--- src/rtl/serial_sub16_if.sv ---
// Start/Busy/Done handshake and operand/result bundle for the bit-serial subtractor.
// The requester drives through the master modport and the subtractor answers on the slave side.
interface serial_sub16_if #(
  parameter int WIDTH = 16
);
  logic             Start;
  logic [WIDTH-1:0] A;
  logic [WIDTH-1:0] B;
  logic             Busy;
  logic             Done;
  logic [WIDTH-1:0] R;
  logic             Co;
  logic             Ovf;
  logic             Zero;

  modport master (
    output Start, A, B,
    input  Busy, Done, R, Co, Ovf, Zero
  );

  modport slave (
    input  Start, A, B,
    output Busy, Done, R, Co, Ovf, Zero
  );
endinterface

--- src/rtl/serial_sub16.sv ---
// Bit-serial two's-complement subtractor: one full-adder cell iterated WIDTH times
// on A + ~B + 1 with a registered carry, then result and flags are published together.
module serial_sub16 #(
  parameter int WIDTH = 16
) (
  input  logic          CLK,
  input  logic          Reset_n,
  serial_sub16_if.slave bus
);

  localparam int CNT_W = (WIDTH <= 2) ? 1 : $clog2(WIDTH);
  localparam logic [CNT_W-1:0] CNT_LAST   = CNT_W'(WIDTH - 1);
  localparam logic [CNT_W-1:0] CNT_MSB_IN = CNT_W'(WIDTH - 2);

  typedef enum logic [1:0] {
    S_IDLE = 2'd0,
    S_RUN  = 2'd1,
    S_DONE = 2'd2
  } state_t;

  state_t           state;
  state_t           state_nxt;

  logic [WIDTH-1:0] sa;
  logic [WIDTH-1:0] sb;
  logic [WIDTH-1:0] sr;
  logic             carry;
  logic             cmsb;
  logic [CNT_W-1:0] cnt;

  logic [WIDTH-1:0] r_q;
  logic             co_q;
  logic             ovf_q;
  logic             zero_q;

  logic             busy;
  logic             done;

  logic             accept;
  logic             run;
  logic             last_step;
  logic             sum_bit;
  logic             carry_nxt;
  logic [WIDTH-1:0] sr_nxt;

  function automatic logic majority(input logic x, input logic y, input logic z);
    return (x & y) | (x & z) | (y & z);
  endfunction

  assign accept    = (state == S_IDLE) && bus.Start;
  assign run       = (state == S_RUN);
  assign last_step = run && (cnt == CNT_LAST);

  // Single full-adder cell working on the LSBs of the operand shift registers.
  assign sum_bit   = sa[0] ^ sb[0] ^ carry;
  assign carry_nxt = majority(sa[0], sb[0], carry);
  assign sr_nxt    = {sum_bit, sr[WIDTH-1:1]};

  always_ff @(posedge CLK or negedge Reset_n) begin
    if (!Reset_n) begin
      state <= S_IDLE;
    end else begin
      state <= state_nxt;
    end
  end

  always_comb begin
    state_nxt = state;
    unique case (state)
      S_IDLE:  if (bus.Start) state_nxt = S_RUN;
      S_RUN:   if (cnt == CNT_LAST) state_nxt = S_DONE;
      S_DONE:  state_nxt = S_IDLE;
      default: state_nxt = S_IDLE;
    endcase
  end

  always_comb begin
    busy = 1'b0;
    done = 1'b0;
    unique case (state)
      S_RUN:   busy = 1'b1;
      S_DONE:  begin
        busy = 1'b1;
        done = 1'b1;
      end
      default: begin
        busy = 1'b0;
        done = 1'b0;
      end
    endcase
  end

  // Serial datapath: operands load on accept, then shift one bit per RUN cycle.
  always_ff @(posedge CLK or negedge Reset_n) begin
    if (!Reset_n) begin
      sa    <= '0;
      sb    <= '0;
      sr    <= '0;
      carry <= 1'b0;
      cmsb  <= 1'b0;
      cnt   <= '0;
    end else if (accept) begin
      sa    <= bus.A;
      sb    <= ~bus.B;
      carry <= 1'b1;
      cnt   <= '0;
    end else if (run) begin
      sa    <= {1'b0, sa[WIDTH-1:1]};
      sb    <= {1'b0, sb[WIDTH-1:1]};
      sr    <= sr_nxt;
      carry <= carry_nxt;
      cnt   <= cnt + 1'b1;
      if (cnt == CNT_MSB_IN) begin
        cmsb <= carry_nxt;
      end
    end
  end

  // Result and flags change only on the MSB step, so RUN never exposes partial sums.
  always_ff @(posedge CLK or negedge Reset_n) begin
    if (!Reset_n) begin
      r_q    <= '0;
      co_q   <= 1'b0;
      ovf_q  <= 1'b0;
      zero_q <= 1'b0;
    end else if (last_step) begin
      r_q    <= sr_nxt;
      co_q   <= carry_nxt;
      ovf_q  <= cmsb ^ carry_nxt;
      zero_q <= (sr_nxt == '0);
    end
  end

  assign bus.Busy = busy;
  assign bus.Done = done;
  assign bus.R    = r_q;
  assign bus.Co   = co_q;
  assign bus.Ovf  = ovf_q;
  assign bus.Zero = zero_q;

endmodule

--- src/flat_wrapper.sv ---
// flat-port wrapper written by rule: the top's interface ports become plain ports
module serial_sub16_flat 
#(
  parameter int WIDTH = 16
)
  (CLK, Reset_n, bus_Start, bus_A, bus_B, bus_Busy, bus_Done, bus_R, bus_Co, bus_Ovf, bus_Zero);
  serial_sub16_if #(.WIDTH(WIDTH)) bus_i ();
  input  logic CLK;
  input  logic Reset_n;
  input wire logic [$bits(bus_i.Start)-1:0] bus_Start;
  input wire logic [$bits(bus_i.A)-1:0] bus_A;
  input wire logic [$bits(bus_i.B)-1:0] bus_B;
  output wire logic [$bits(bus_i.Busy)-1:0] bus_Busy;
  output wire logic [$bits(bus_i.Done)-1:0] bus_Done;
  output wire logic [$bits(bus_i.R)-1:0] bus_R;
  output wire logic [$bits(bus_i.Co)-1:0] bus_Co;
  output wire logic [$bits(bus_i.Ovf)-1:0] bus_Ovf;
  output wire logic [$bits(bus_i.Zero)-1:0] bus_Zero;
  assign bus_i.Start = bus_Start;
  assign bus_i.A = bus_A;
  assign bus_i.B = bus_B;
  assign bus_Busy = bus_i.Busy;
  assign bus_Done = bus_i.Done;
  assign bus_R = bus_i.R;
  assign bus_Co = bus_i.Co;
  assign bus_Ovf = bus_i.Ovf;
  assign bus_Zero = bus_i.Zero;
  serial_sub16 #(.WIDTH(WIDTH)) u_core (.CLK(CLK), .Reset_n(Reset_n), .bus(bus_i));
endmodule
--- config.mk ---
export PLATFORM = sky130hd
export DESIGN_NAME = serial_sub16_flat
export DESIGN_NICKNAME = d
export VERILOG_FILES = /design/src/rtl/serial_sub16_if.sv /design/src/rtl/serial_sub16.sv /design/src/flat_wrapper.sv
export SDC_FILE = /design/constraint.sdc
export NUM_CORES = 1
export LEC_CHECK = 0
export CAP_MARGIN = 5
export CORE_AREA = 2 2 108 110
export DETAILED_ROUTE_END_ITERATION = 8
export DIE_AREA = 0 0 110 112
export SLEW_MARGIN = 30
export SYNTH_ARGS = -nofsm -noshare
export SYNTH_HDL_FRONTEND = slang
export SYNTH_SLANG_ARGS = --single-unit
--- constraint.sdc ---
create_clock -name CLK -period 2.21 [get_ports CLK]
set_input_delay 0.663 -clock CLK [delete_from_list [all_inputs] [get_ports CLK]]
set_output_delay 0.663 -clock CLK [all_outputs]
set_load 0.02 [all_outputs]
* After elaboration in Yosys (flattened, before gate mapping)
Index checks and enable logic that the tools add are counted.
** Storage, ports and cells
- Flip-flop bits (word level) :: 75
- Bits in latches :: 0
- RAM bits :: 0
- Memory bits (read-only) :: 0
- Bits of input ports :: 35
- Output and inout bits :: 21
- Word-level logic and storage cells :: 50
- Memories :: 0
** Cells by class
- Add/sub/neg operators :: 1
- Multiply operators :: 0
- Divide/modulo/power cells :: 0
- Order comparisons :: 0
- Equality and inequality tests :: 6
- Shifts and indexed selects :: 0
- Multiplexer cells :: 13
- Bitwise gates (word level) :: 10
- Reduce and logical (&&, ||, !) cells :: 9
** Operators with widths (number)
- 16-bit 2-to-1 mux :: 4
- 16-bit zero test :: 1
- 16-bit inverter :: 1
- 4-bit == test, second input constant :: 2
- 4-bit 2-to-1 mux :: 2
- 4-bit by 1-bit adder with 4-bit output, second input constant :: 1
- 1-bit 2-to-1 mux :: 4
- 2-bit 2-to-1 mux :: 2
- 2-bit != test, second input constant :: 2
- 2-bit case mux with 2 select lines :: 1
- 2-bit AND reduction :: 2
- 1-bit AND :: 3
- 3-bit AND reduction :: 1
- 1-bit bitwise XOR :: 3
- 2-bit by 1-bit == test with 1-bit output, second input constant :: 1
- 2-bit == test, second input constant :: 1
- 1-bit logical AND :: 2
- 2-bit zero test :: 1
- 1-bit OR :: 2
- 2-bit nonzero test :: 1
- 2-bit OR reduction :: 1
- 1-bit inverter :: 1

* Longest topological paths before layout
- Word-level depth :: 5
- Gate-level depth with buffers :: 7
- Mapped depth without buffers :: 5

* Least setup slack after synthesis
Ideal clock, no wire load.
- Path kind :: input port to flip-flop
- Start point :: in bus_Start
- End point :: reg u_core.cmsb
- Setup time :: 0.125 ns
- Data arrival time :: 1.382 ns
- Required time :: 2.085 ns
- Slack :: 0.703 ns
- Cell stages on the path :: 4
- Path buffers :: 1
- Cells stage by stage :: and2_1 > buf_2 > nor2_1 > mux2_2
** Between the ends
- Longest elaborated chain between the ends :: 3
** RTL lines
- from (decl) :: RTL line flat_wrapper.sv:10 : input wire logic [$bits(bus_i.Start)-1:0] bus_Start;
- 1-bit logical AND :: RTL line serial_sub16.sv:50 : assign accept = (state == S_IDLE) && bus.Start;
- 1-bit inverter (no line)
- 3-bit AND reduction (no line)
- to (signal assigned) :: RTL line serial_sub16.sv:114 : cmsb <= carry_nxt;
- to (decl) :: RTL line serial_sub16.sv:28 : logic cmsb;
No other way between the ends.
A chain may end at the register's enable or synchronous reset.

* Worst setup path in the final report
- Start point :: reg u_core.state[0]
- End point :: out bus_Busy
** Between the ends
- Longest elaborated chain between the ends :: 3
- Elaborated cells on any way between the ends :: 4
- Those cells by class :: eq/ne (2); mux (1); reduce/logical (1)
** RTL lines
- from (decl) :: RTL line serial_sub16.sv:21 : state_t state;
- from (signal assigned) :: RTL line serial_sub16.sv:63 : state <= state_nxt;
- 2-bit == test / 2-bit by 1-bit == test with 1-bit output (equally long branches) :: RTL line serial_sub16.sv:80 : unique case (state)
- 2-bit OR reduction (no line) (*)
- 1-bit 2-to-1 mux (*) :: RTL line serial_sub16.sv:80
- to (decl) :: RTL line flat_wrapper.sv:13 : output wire logic [$bits(bus_i.Busy)-1:0] bus_Busy;
Mark *: on every way between the ends. The rest lies on a longest branch, timed or not.

==> flow_summary.json <==
{
  "synth_nets": 304,
  "rsz0062_at_grt": "no",
  "pwr-share-seq_pct": 39.7,
  "cts_tree": "built",
  "synthArstFlopShare_pct": 100,
  "io_pins": 56,
  "ir_drop_v": 0.000507,
  "cts_made_buffers": 9,
  "dp_cells": 450,
  "gp_congestion": 0.719,
  "wl_met1_um": 2960,
  "fmax_mhz": 481,
  "wl_met2_um": 2900,
  "maxSlewHeadroom_pct": 66.8,
  "swShare_pct": 31.0,
  "yosys_warnings": 0,
  "fin_cells": 466,
  "crit_fanout": 3,
  "drc_errors": 0,
  "drt-total-wl_um": 6260,
  "synth_area_leaders": "dfrtp_1, mux2_4, mux2_2",
  "path_class": "flop to output port",
  "dr_wl_met3_um": 332,
  "final_common_cell": "dfrtp_1",
  "ant_nets": 0,
  "synth.largest_area_cell": "dfrtp_1",
  "p_comb_share_pct": 31.3,
  "post-cts-setup-buffers": 0,
  "synth_seq_cells": 74,
  "track_usage_pct": 11.1,
  "layout_common_cells": "dfrtp_1, clkdlybuf4s50_1, nand2_1, mux2_2, o21ai_0",
  "fin_crit_ns": 2.08,
  "core_um2": 11200,
  "switching_power_mw": 1.73,
  "antenna_found_initial": 0,
  "total_power_mw": 5.57,
  "synth_cell_types": 26,
  "antennaDiodeCount": 0,
  "drv_slew": 0,
  "power_frac_clock_pct": 29.0,
  "yosysSeqAreaShare_pct": 56.3,
  "clkTransAtPathRegs_ns": 0.06,
  "mappedNetlistArea_um2": 3290,
  "cts_resized": 2,
  "tightest_slew_ns": 0.497,
  "viasPerCell": 4.53,
  "cts.htree.levels": 3,
  "setup_violations": 0,
  "setup.worst_path.start_class": "flop",
  "p_int_mw": 3.84,
  "top_layer": "met4",
  "fp.dieH_um": 112,
  "finalHoldViolations": 0,
  "clk_latency_ns": 0.32,
  "syn_inst": 262,
  "via_count": 2110,
  "timing.setup.tns_ns": 0,
  "die_w_um": 110,
  "dieArea_um2": 12300,
  "synth-main-ff-cell": "dfrtp_1",
  "grt_pass1_wl_um": 10600,
  "arrival_ns": 1.42,
  "post-route-period-util_pct": 94.0,
  "root_buffer": "clkbuf_16",
  "finClkSkew_ns": 0.00690,
  "drt-initial-drc-count": 86,
  "dr.pass1.iters": 4,
  "drive_above_1_share_pct": 18.9,
  "grt_pass1_vias": 2156,
  "crit_required_ns": 1.55,
  "p_leak_nw": 1.92,
  "synth-edff-count": 0,
  "hp-class": "input port to asynchronous set/reset pin",
  "synth.avg_cell_area_um2": 12.5,
  "cts.sinks": 74,
  "drv_cap": 0,
  "grt_max_degree": 56,
  "rows": 39,
  "cts_max_path_buffers": 2,
  "end_kind": "output port",
  "start_util_pct": 29.4,
  "holdBufCountCts": 0,
  "port_buffers": 55,
  "area_growth_pct": 31.8,
  "dp_hpwl_um": 4300,
  "p_per_area_nw_per_um2": 1290,
  "nets": 360,
  "grt-ovfl-total": 0,
  "netlist.area_leader.share_pct": 56.3,
  "status": "finished clean",
  "wl_per_cell_um": 13.4,
  "n_fill_cell": 1055
}
[cells by family (layout without fill, tap and decap cells)]
| logic type | Yosys count | in the layout | share of synthesized area, % |
|---|---|---|---|
| flops | 74 | 74 | 56.3 |
| simple gates | 55 | 55 | 8.91 |
| mux | 51 | 51 | 18.5 |
| compound gates | 50 | 50 | 8.79 |
| buf+inv | 21 | 82 | 3.46 |
| fa+ha+maj | 7 | 7 | 2.89 |
| xor+xnor | 4 | 4 | 1.07 |
[area by class of cell]
type	count	area (µm²)	share of cell area, %
Clock buffer	12	267	6.15
Clock inverter	4	72.6	1.67
Inverter	4	15.0	0.347
Multi-Input combinational cell	167	1330	30.6
Sequential cell	74	1850	42.7
Tap cell	143	179	4.13
Timing Repair Buffer	62	623	14.4
[path summary, 6_finish.rpt]
check | start | slack (ns) | end | cells after the start
setup reg to reg | u_core.state[1] | 0.43 | u_core.bus.R[6] | 4
max in group asynchronous | Reset_n | 1.33 | u_core.sb[5] | 2
hold reg to reg | u_core.bus.R[0] | 0.51 | u_core.bus.R[0] | 1
hold / removal | Reset_n | 0.30 | u_core.sb[2] | 1
min in group CLK | u_core.bus.R[0] | 0.51 | u_core.bus.R[0] | 1
setup / recovery | u_core.state[0] | 0.13 | bus_Busy | 3
[power groups by stage]
stage,sequential (mW),clock (mW),combinational (mW)
6_report,2.21,1.61,1.75
5_1_grt,2.29,1.74,1.96
4_1_cts,2.22,1.66,1.77
3_5_place_dp,2.23,0,1.77
3_3_place_gp,2.22,0,1.72
2_1_floorplan,2.14,0,1.37
[metal layers]
metal  GRT usage, %  vias up
met5              0        -
li1               -     1032
met3           3.69        8
met1           14.7     1022
met2           17.0       48
met4           3.80        0
[flip-flops by register name (all words and copies together) (netlist names), 2 cells and up]
name          count
u_core.bus.R     16
u_core.cnt        4
u_core.sb        16
u_core.sr        15
u_core.sa        16
u_core.state      2
[cell usage after synthesis (all sizes together) (4+ instances only)]
library cell,n
o21ai,18
nand2,22
nor4,4
buf,14
a21oi,16
ha,6
nor2b,16
mux2i,17
mux2,34
nor2,5
a211oi,15
inv,4
dfrtp,74
nand4,4
[critical path: stages, from the launching register on]
cell and delay, ns:
dfrtp_1 0.37, inv_1 0.09, ha_1 0.31, dlygate4sd2_1 0.32
[through the flow]
step	utilization [%]	worst slack [ns]	hold slack (ns)	area, µm²
after floorplan	-	0.703	0.367	3290
after global placement	35.8	0.220	0.466	4000
after detailed placement	35.8	0.197	0.503	4000
after CTS	38.8	0.104	0.307	4330
after global routing	38.8	0.0501	0.331	4330
final	38.8	0.132	0.296	4330
(Power assumes the default switching activity.)
